File: config.mk
export PLATFORM = sky130hd
export DESIGN_NAME = bht_ctrl
export DESIGN_NICKNAME = d
export VERILOG_FILES = /design/src/rtl/bht_pkg.sv /design/src/rtl/bht_upd_fifo.sv /design/src/rtl/bht_ctrl.sv
export SDC_FILE = /design/constraint.sdc
export NUM_CORES = 2
export LEC_CHECK = 0
export BUFFER_PORTS_ARGS = -buffer_cell sky130_fd_sc_hd__buf_4
export CORE_AREA = 2 2 722 365
export DETAILED_ROUTE_END_ITERATION = 7
export DIE_AREA = 0 0 724 367
export GPL_ROUTABILITY_DRIVEN = 0
export HOLD_SLACK_MARGIN = 0.12
export MAX_ROUTING_LAYER = met4
export PLACE_DENSITY_LB_ADDON = 0.3
export SKIP_CTS_REPAIR_TIMING = 1
export SLEW_MARGIN = 20
export SYNTH_ARGS = -nofsm -noshare
export SYNTH_HDL_FRONTEND = slang
export SYNTH_SLANG_ARGS = --single-unit
File: constraint.sdc
create_clock -name clk -period 41.1 [get_ports clk]
set_clock_uncertainty 0.2 [all_clocks]
set_input_delay 2.055 -clock clk [delete_from_list [all_inputs] [get_ports clk]]
set_output_delay 2.055 -clock clk [all_outputs]
set_load 0.05 [all_outputs]
File: src/rtl/bht_pkg.sv
// Shared types and counter update rule for the branch history table controller.
// Define BHT_HYST_EN to replace the saturating counter with the hysteresis FSM.
package bht_pkg;

    // Widest table index the FIFO entry can carry; raise this for IDX_W > 10.
    localparam int unsigned BHT_IDX_W = 10;

    typedef enum logic [1:0] {
        INIT   = 2'd0,
        IDLE   = 2'd1,
        UPD_RD = 2'd2,
        UPD_WR = 2'd3
    } state_e;

    localparam logic [1:0] CTR_SNT = 2'b00;
    localparam logic [1:0] CTR_WNT = 2'b01;
    localparam logic [1:0] CTR_WT  = 2'b10;
    localparam logic [1:0] CTR_ST  = 2'b11;

    typedef struct packed {
        logic [BHT_IDX_W-1:0] idx;
        logic                 taken;
    } upd_entry_t;

    function automatic logic [1:0] ctr_next(input logic [1:0] c, input logic t);
`ifdef BHT_HYST_EN
        case (c)
            CTR_SNT: ctr_next = t ? CTR_WNT : CTR_SNT;
            CTR_WNT: ctr_next = t ? CTR_ST  : CTR_SNT;
            CTR_WT:  ctr_next = t ? CTR_ST  : CTR_SNT;
            default: ctr_next = t ? CTR_ST  : CTR_WT;
        endcase
`else
        if (t) ctr_next = (c == CTR_ST)  ? CTR_ST  : c + 2'd1;
        else   ctr_next = (c == CTR_SNT) ? CTR_SNT : c - 2'd1;
`endif
    endfunction

endpackage

File: src/rtl/bht_upd_fifo.sv
// Two-entry FIFO holding pending counter updates in arrival order.
module bht_upd_fifo
    import bht_pkg::*;
(
    input  logic       clk,
    input  logic       reset,
    input  logic       push,
    input  upd_entry_t push_data,
    input  logic       pop,
    output upd_entry_t head,
    output logic       full,
    output logic       empty,
    output logic [1:0] count
);

    upd_entry_t mem [2];
    logic       wr_ptr;
    logic       rd_ptr;

    always_ff @(posedge clk or negedge reset) begin
        if (!reset) begin
            wr_ptr <= 1'b0;
            rd_ptr <= 1'b0;
            count  <= 2'd0;
        end else begin
            if (push) wr_ptr <= ~wr_ptr;
            if (pop)  rd_ptr <= ~rd_ptr;
            case ({push, pop})
                2'b10:   count <= count + 2'd1;
                2'b01:   count <= count - 2'd1;
                default: count <= count;
            endcase
        end
    end

    // Payload storage needs no reset; validity is tracked by count.
    always_ff @(posedge clk) begin
        if (push) mem[wr_ptr] <= push_data;
    end

    assign head  = mem[rd_ptr];
    assign full  = (count == 2'd2);
    assign empty = (count == 2'd0);

endmodule

File: src/rtl/bht_ctrl.sv
// Branch history table controller: clears the table, serves 1-cycle lookups and
// applies buffered read-modify-write counter updates. Optional: BHT_HYST_EN.
module bht_ctrl
    import bht_pkg::*;
#(
    parameter int unsigned IDX_W = BHT_IDX_W,
    parameter int unsigned PC_W  = 32
) (
    input  logic            clk,
    input  logic            reset,
    input  logic            pred_valid,
    output logic            pred_ready,
    input  logic [PC_W-1:0] pred_pc,
    output logic            resp_valid,
    output logic            resp_taken,
    output logic [1:0]      resp_ctr,
    input  logic            upd_valid,
    output logic            upd_ready,
    input  logic [PC_W-1:0] upd_pc,
    input  logic            upd_taken,
    output logic            init_done,
    output logic            busy
);

    localparam int unsigned DEPTH = 1 << IDX_W;

    logic [1:0]       table_q [DEPTH];
    state_e           state;
    logic [IDX_W-1:0] init_idx;
    logic [1:0]       ctr_q;

    logic             fifo_full;
    logic             fifo_empty;
    logic [1:0]       fifo_count;
    upd_entry_t       fifo_head;
    upd_entry_t       push_data;

    logic [IDX_W-1:0] pred_idx;
    logic [IDX_W-1:0] head_idx;
    logic             pred_fire;
    logic             upd_fire;
    logic             pc_unused;

    logic             tbl_we;
    logic [IDX_W-1:0] tbl_widx;
    logic [1:0]       tbl_wdata;

    assign pred_idx   = pred_pc[IDX_W+1:2];
    assign head_idx   = IDX_W'(fifo_head.idx);
    assign pc_unused  = ^{pred_pc[PC_W-1:IDX_W+2], pred_pc[1:0],
                          upd_pc[PC_W-1:IDX_W+2], upd_pc[1:0]};

    assign upd_ready  = init_done && !fifo_full;
    assign pred_ready = (state == IDLE) && init_done && !fifo_full;
    assign pred_fire  = pred_valid && pred_ready;
    assign upd_fire   = upd_valid && upd_ready;
    assign resp_taken = resp_ctr[1];

    assign push_data.idx   = BHT_IDX_W'(upd_pc[IDX_W+1:2]);
    assign push_data.taken = upd_taken;

    bht_upd_fifo u_fifo (
        .clk       (clk),
        .reset     (reset),
        .push      (upd_fire),
        .push_data (push_data),
        .pop       (state == UPD_WR),
        .head      (fifo_head),
        .full      (fifo_full),
        .empty     (fifo_empty),
        .count     (fifo_count)
    );

    // Single write port: clear sweep during INIT, counter write-back in UPD_WR.
    always_comb begin
        tbl_we    = 1'b0;
        tbl_widx  = init_idx;
        tbl_wdata = CTR_SNT;
        if (state == INIT) begin
            tbl_we = 1'b1;
        end else if (state == UPD_WR) begin
            tbl_we    = 1'b1;
            tbl_widx  = head_idx;
            tbl_wdata = ctr_next(ctr_q, fifo_head.taken);
        end
    end

    always_ff @(posedge clk) begin
        if (tbl_we) table_q[tbl_widx] <= tbl_wdata;
    end

    // busy is registered from the post-edge state and FIFO occupancy.
    always_ff @(posedge clk or negedge reset) begin
        if (!reset) begin
            state      <= INIT;
            init_idx   <= '0;
            init_done  <= 1'b0;
            ctr_q      <= CTR_SNT;
            resp_valid <= 1'b0;
            resp_ctr   <= CTR_SNT;
            busy       <= 1'b0;
        end else begin
            resp_valid <= 1'b0;
            case (state)
                INIT: begin
                    init_idx <= init_idx + IDX_W'(1);
                    busy     <= 1'b1;
                    if (init_idx == IDX_W'(DEPTH - 1)) begin
                        init_done <= 1'b1;
                        state     <= IDLE;
                        busy      <= 1'b0;
                    end
                end
                IDLE: begin
                    if (fifo_full || (!pred_fire && !fifo_empty)) begin
                        state <= UPD_RD;
                        busy  <= 1'b1;
                    end else begin
                        busy <= !fifo_empty || upd_fire;
                        if (pred_fire) begin
                            resp_valid <= 1'b1;
                            resp_ctr   <= table_q[pred_idx];
                        end
                    end
                end
                UPD_RD: begin
                    ctr_q <= table_q[head_idx];
                    state <= UPD_WR;
                    busy  <= 1'b1;
                end
                UPD_WR: begin
                    state <= IDLE;
                    busy  <= (fifo_count == 2'd2) || upd_fire;
                end
                default: state <= INIT;
            endcase
        end
    end

endmodule
After elaboration in Yosys (flattened, before gate mapping)
Memories as Yosys holds them, arrays and structs flattened. A register that Yosys moved wholly into a read port is not among the register bits.
Cells that the tools add are included.

word-level totals
  register bits = 19
  bits in writable memories = 2070
  input bits = 69
  output and inout port bits = 8
  word-level logic and storage cells = 72
  memories kept = 2

cells by class
  add/sub/neg operators = 5
  equal/unequal tests = 10
  mux-type cells = 23
  bitwise logic cells = 3
  reduce and logical (&&, ||, !) cells = 21

memory list
  memory      depth  width  read ports  clocked after Yosys merged registers in  write ports  line                RTL
  table_q     1024   2      2           2                                        1            bht_ctrl.sv:27      logic [1:0] table_q [DEPTH];
  u_fifo.mem  2      11     1           0                                        1            bht_upd_fifo.sv:16  upd_entry_t mem [2];

operator list
  kind                                                                    count
  10-bit two-way mux                                                      2
  2-bit two-way mux                                                       7
  1-bit two-way mux                                                       11
  10-bit by 1-bit adder with 10-bit output (second input constant)        1
  10-bit equality test (second input constant)                            1
  2-bit equality test (second input constant)                             5
  2-bit one-hot mux with 4 select lines                                   1
  1-bit logical AND                                                       6
  2-bit logical NOT                                                       3
  1-bit logical NOT                                                       5
  2-bit by 1-bit adder with 2-bit output (second input constant)          2
  2-bit by 1-bit equality test with 1-bit output (second input constant)  2
  2-bit by 1-bit != test with 1-bit output (second input constant)        2
  1-bit one-hot mux with 4 select lines                                   1
  2-bit one-hot mux with 2 select lines                                   1
  2-bit AND reduction                                                     2
  2-bit by 1-bit subtractor with 2-bit output (second input constant)     2
  1-bit logical OR                                                        3
  1-bit inverter                                                          3
  3-bit AND reduction                                                     1
  2-bit nonzero test                                                      1

Longest topological paths before layout
  depth after elaboration = 9
  depth in mapped cells = 15
  mapped depth without buffers = 10

Cells and area by module
Synthesis repeated with hierarchy kept, for this count alone.

unflattened totals
  cells, all modules = 6381
  area total of the unflattened synthesis = 102764.8 µm²

modules (own cells, without submodules)
  module        times used  cells an instance  area each (µm²)  seq. area each (µm²)
  bht_ctrl      1           6331               101786.4         61974.4
  bht_upd_fifo  1           50                 978.4            760.7

Worst setup path before layout
Ideal clock, no wire load.

  path type = register to register
  from = register state[0]
  to = memory table_q[0][0] (data pin)
  setup time = 5679 ps
  arrival time = 28650 ps
  data required time = 35221 ps
  path slack = 6572 ps
  stages on the path, launching flop included = 8
  buffers on the path = 3
  clock period less this slack = 34528 ps
  cell sequence = dfrtp_1 > inv_1 > ha_1 > clkbuf_1 > nand2b_1 > clkbuf_1 > buf_1 > a21oi_1

between the ends
  cells in the longest elaborated chain, start to end = 3
  elaborated cells between the ends (all ways) = 4
  those cells by class = 1 x eq/ne; 2 x mux; 1 x reduce/logical

ends and longest elaborated chain
  what                    line             RTL
  start, declared         bht_ctrl.sv:28   state_e state;
  start signal, assigned  bht_ctrl.sv:95   state <= INIT;
  start signal, assigned  bht_ctrl.sv:110  state <= IDLE;
  start signal, assigned  bht_ctrl.sv:116  state <= UPD_RD;
  2-bit equality test     bht_ctrl.sv:81   end else if (state == UPD_WR) begin
  2-bit two-way mux       bht_ctrl.sv:81
  2-bit two-way mux (*)   bht_ctrl.sv:79   if (state == INIT) begin
  net tbl_wdata[0]        bht_ctrl.sv:46   logic [1:0] tbl_wdata;
  end, declared           bht_ctrl.sv:27

Mark *: on every way through the listed nets, which the timed path passes. The rest lies on a longest branch.

Final worst setup path
  from = register u_fifo.rd_ptr
  to = register ctr_q[0] (read register of table_q)

between the ends
  cells in the longest elaborated chain, start to end = 1

ends and longest elaborated chain
  what                    line                RTL
  start, declared         bht_upd_fifo.sv:18  logic rd_ptr;
  start signal, assigned  bht_upd_fifo.sv:27  if (pop) rd_ptr <= ~rd_ptr;
  memory 2 x 11 bit       --
  end, declared           bht_ctrl.sv:30      logic [1:0] ctr_q;

No other way between the ends.
A chain may end at the register's enable or synchronous reset.

==> reports/metrics.yaml <==
dp_hpwl_mm: 227
final_common_cell: "edfxtp_1"
placementRows: 133
slew_viol_final: 0
drt-wirelength-per-cell_um: 35.6
drv_cap: 0
syn_avg_cell_area_um2: 13.9
ys_ff_latch: 2093
p_sw_mw: 0.934
ir_drop_mv: 0.0316
p_seq_share_pct: 53.9
synth_nets: 7503
violations: "DRC"
critPathBufInv: 7
rsz0062_at_grt: "false"
overflow: 0
io_buffers: 32
worstSetupEndpointType: "flip-flop"
clk_path_buf_depth: 4
fin_setup_tns_ns: 0
syn_inst: 7428
grt_pass1_vias: 67766
min_period_ns: 8.42
grt_max_degree: 233
synthesis.area_um2: 103000
synthArstFlopShare_pct: 1.10
grt_pass1_wl_mm: 537
met2_length_mm: 153
setup-violations-final: 0
drt_pre_antenna_iters: 8
worst_pin_slew_ns: 1.26
cp_slowest_stage_delay_ns: 0.76
p_leak_nw: 36.1
swShare_pct: 21.8
htree_levels: 4
wl_met1_mm: 149
cts_root_buffer: "clkbuf_16"
synthFlopType: "edfxtp_1"
synth_edf_count: 2070
numCtsBuffers: 185
worst-path-max-fanout: 122
nets: 7246
start_kind: "flip-flop"
pwr-share-clk_pct: 42.2
top_layer: "met4"
die-area_um2: 266000
hold_class: "reg -> reg"
status: "complete, but fails checks"
seq_area_frac_synth_pct: 60.7
crit_path_frequent_cell: "buf_4"
drive_gt1_share_pct: 18.5
grt_use_total_pct: 29.3
die_h_um: 367
reg2reg_setup_slack_ns: 32.68
initial_utilization_pct: 39.7
place_area_um2: 107000
vias: 73111
cp_top_family: "buffers and inverters"
die_w_um: 724
relSlewSlack_pct: 13.6
path_class: "reg -> reg"
area.growth.synth_to_final_pct: 9.59
arrival_ns: 9.01
io_pins: 77
vias_per_cell: 6.74
drt_iter0_markers: 14634
power.internal_mw: 3.35
comb_power_share_pct: 3.9
crit_chain: "buf_4, mux2_8, buf_4, buf_12, buf_4, buf_4, buf_4, buf_4, nand2_1, a21oi_1, o31ai_1, a211oi_1, a21oi_1, nor4_1, o21ai_0, a32oi_1"
fin_area_um2: 113000
clk_pin_slew_ns: 0.08
crit_required_ns: 41.69
clock.fmax_mhz: 119
cts_tree: "built"
power_density_nw_per_um2: 37.8
power_mw: 4.28
layout_common_cells: "edfxtp_1 (2070), nor2_1 (1052), nand2_1 (1038), mux4_2 (775), mux2i_1 (358)"
finalCritPeriodShare_pct: 20.5
drc: 3
yosysWarnings: 0
clock_latency_ns: 0.87
antenna_found_initial: 30
core_um2: 260000
yosysUniqueCellTypes: 63
met3_length_mm: 72.6
cts.sinks: 2093
wl_mm: 387
crit_slowest_cell: "buf_4"
ant_nets: 0
final_hold_viol_count: 0
==> power by group through the flow <==
stage | registers [mW] | logic [mW] | clock network, mW
2_1_floorplan | 2.35 | 0.107 | 0
3_3_place_gp | 2.35 | 0.159 | 0
3_5_place_dp | 2.35 | 0.160 | 0
4_1_cts | 2.31 | 0.161 | 1.80
5_1_grt | 2.31 | 0.168 | 1.89
6_report | 2.31 | 0.166 | 1.81
==> kinds of logic after synthesis <==
logic type / share of synthesized area, %
mux: 20.6
compound gates: 5.06
flops: 60.7
simple gates: 10.5
fa+ha+maj: 0.0727
xor+xnor: 0.119
buf+inv: 2.92
==> worst paths after layout <==
kind | from | endpoint | cells past startpoint
max in group asynchronous | reset | u_fifo.rd_ptr | 1
min in group asynchronous | reset | init_idx[0] | 1
worst min-delay path | u_fifo.wr_ptr | u_fifo.wr_ptr | 1
worst max register to register | u_fifo.rd_ptr | ctr_q[0] | 16
worst min register to register | u_fifo.wr_ptr | u_fifo.wr_ptr | 1
worst max-delay path | u_fifo.rd_ptr | ctr_q[0] | 16
==> sequential cells by signal, indices dropped and copies added (netlist names) <==
name,cells
ctr_q,2
init_idx,10
state,2
u_fifo.mem,22
resp_ctr,2
u_fifo.wr_ptr,1
u_fifo.rd_ptr,1
resp_valid,1
u_fifo.count,2
init_done,1
busy,1
table_q,2048
==> final cells by class <==
cell class	count	area (um^2)
tap	3510	4390
antenna	28	70.1
sequential	2093	62700
clock buffer	223	4910
multi-input combinational	4654	38000
timing repair buffer	232	2060
inverter	5	18.8
fill	23303	147000
clock inverter	105	968
==> per-layer routing <==
metal | GRT usage, % | vias to the layer above
met5 | - | -
met3 | 13.6 | 773
met2 | 37.2 | 6674
met1 | 41.5 | 37354
met4 | 8.10 | 0
li1 | - | 28310
==> synth_stat cells, types with 6 or more instances <==
cell type,n,area share (%)
a2111oi_0,50,0.42
a211oi_1,39,0.28
a21boi_0,7,0.051
a21oi_1,293,1.4
a22oi_1,8,0.058
a311oi_1,28,0.24
a31oi_1,47,0.28
a32oi_1,6,0.051
and2_1,6,0.036
and3_1,28,0.17
buf_1,68,0.25
buf_2,142,0.69
buf_4,50,0.36
buf_6,12,0.13
clkbuf_1,404,1.5
dfrtp_1,23,0.56
edfxtp_1,2070,60
ha_1,6,0.073
mux2_2,13,0.14
mux2i_1,364,3.5
mux4_2,775,17
nand2_1,1077,3.9
nand2b_1,7,0.042
nand3_1,281,1.4
nand3b_1,7,0.051
nand4_1,21,0.13
nor2_1,1059,3.8
nor3_1,111,0.54
nor4_1,33,0.20
o2111ai_1,6,0.051
o211ai_1,12,0.087
o21ai_0,81,0.39
o21ai_1,6,0.029
o221ai_1,67,0.57
o22ai_1,114,0.69
o311ai_0,8,0.068
o31ai_1,10,0.073
o32ai_1,8,0.068
o41ai_1,6,0.051
or2_2,8,0.048
or3_1,15,0.091
xnor2_1,8,0.068
xor2_1,6,0.051
==> metrics by stage <==
| stage | worst slack (ns) | utilization (%) | instances | hold slack, ns |
|---|---|---|---|---|
| finish | 32.68 | 43.5 | 10850 | 0.305 |
| global route | 32.25 | 43.5 | 10845 | 0.321 |
| CTS | 32.74 | 43.4 | 10819 | 0.297 |
| detailed placement | 32.01 | 41.2 | 10491 | 0.287 |
| global placement | 32.08 | 41.2 | 10491 | 0.275 |
| floorplan | 6.57 | - | 7428 | 0.259 |
(Power assumes the default switching activity.)
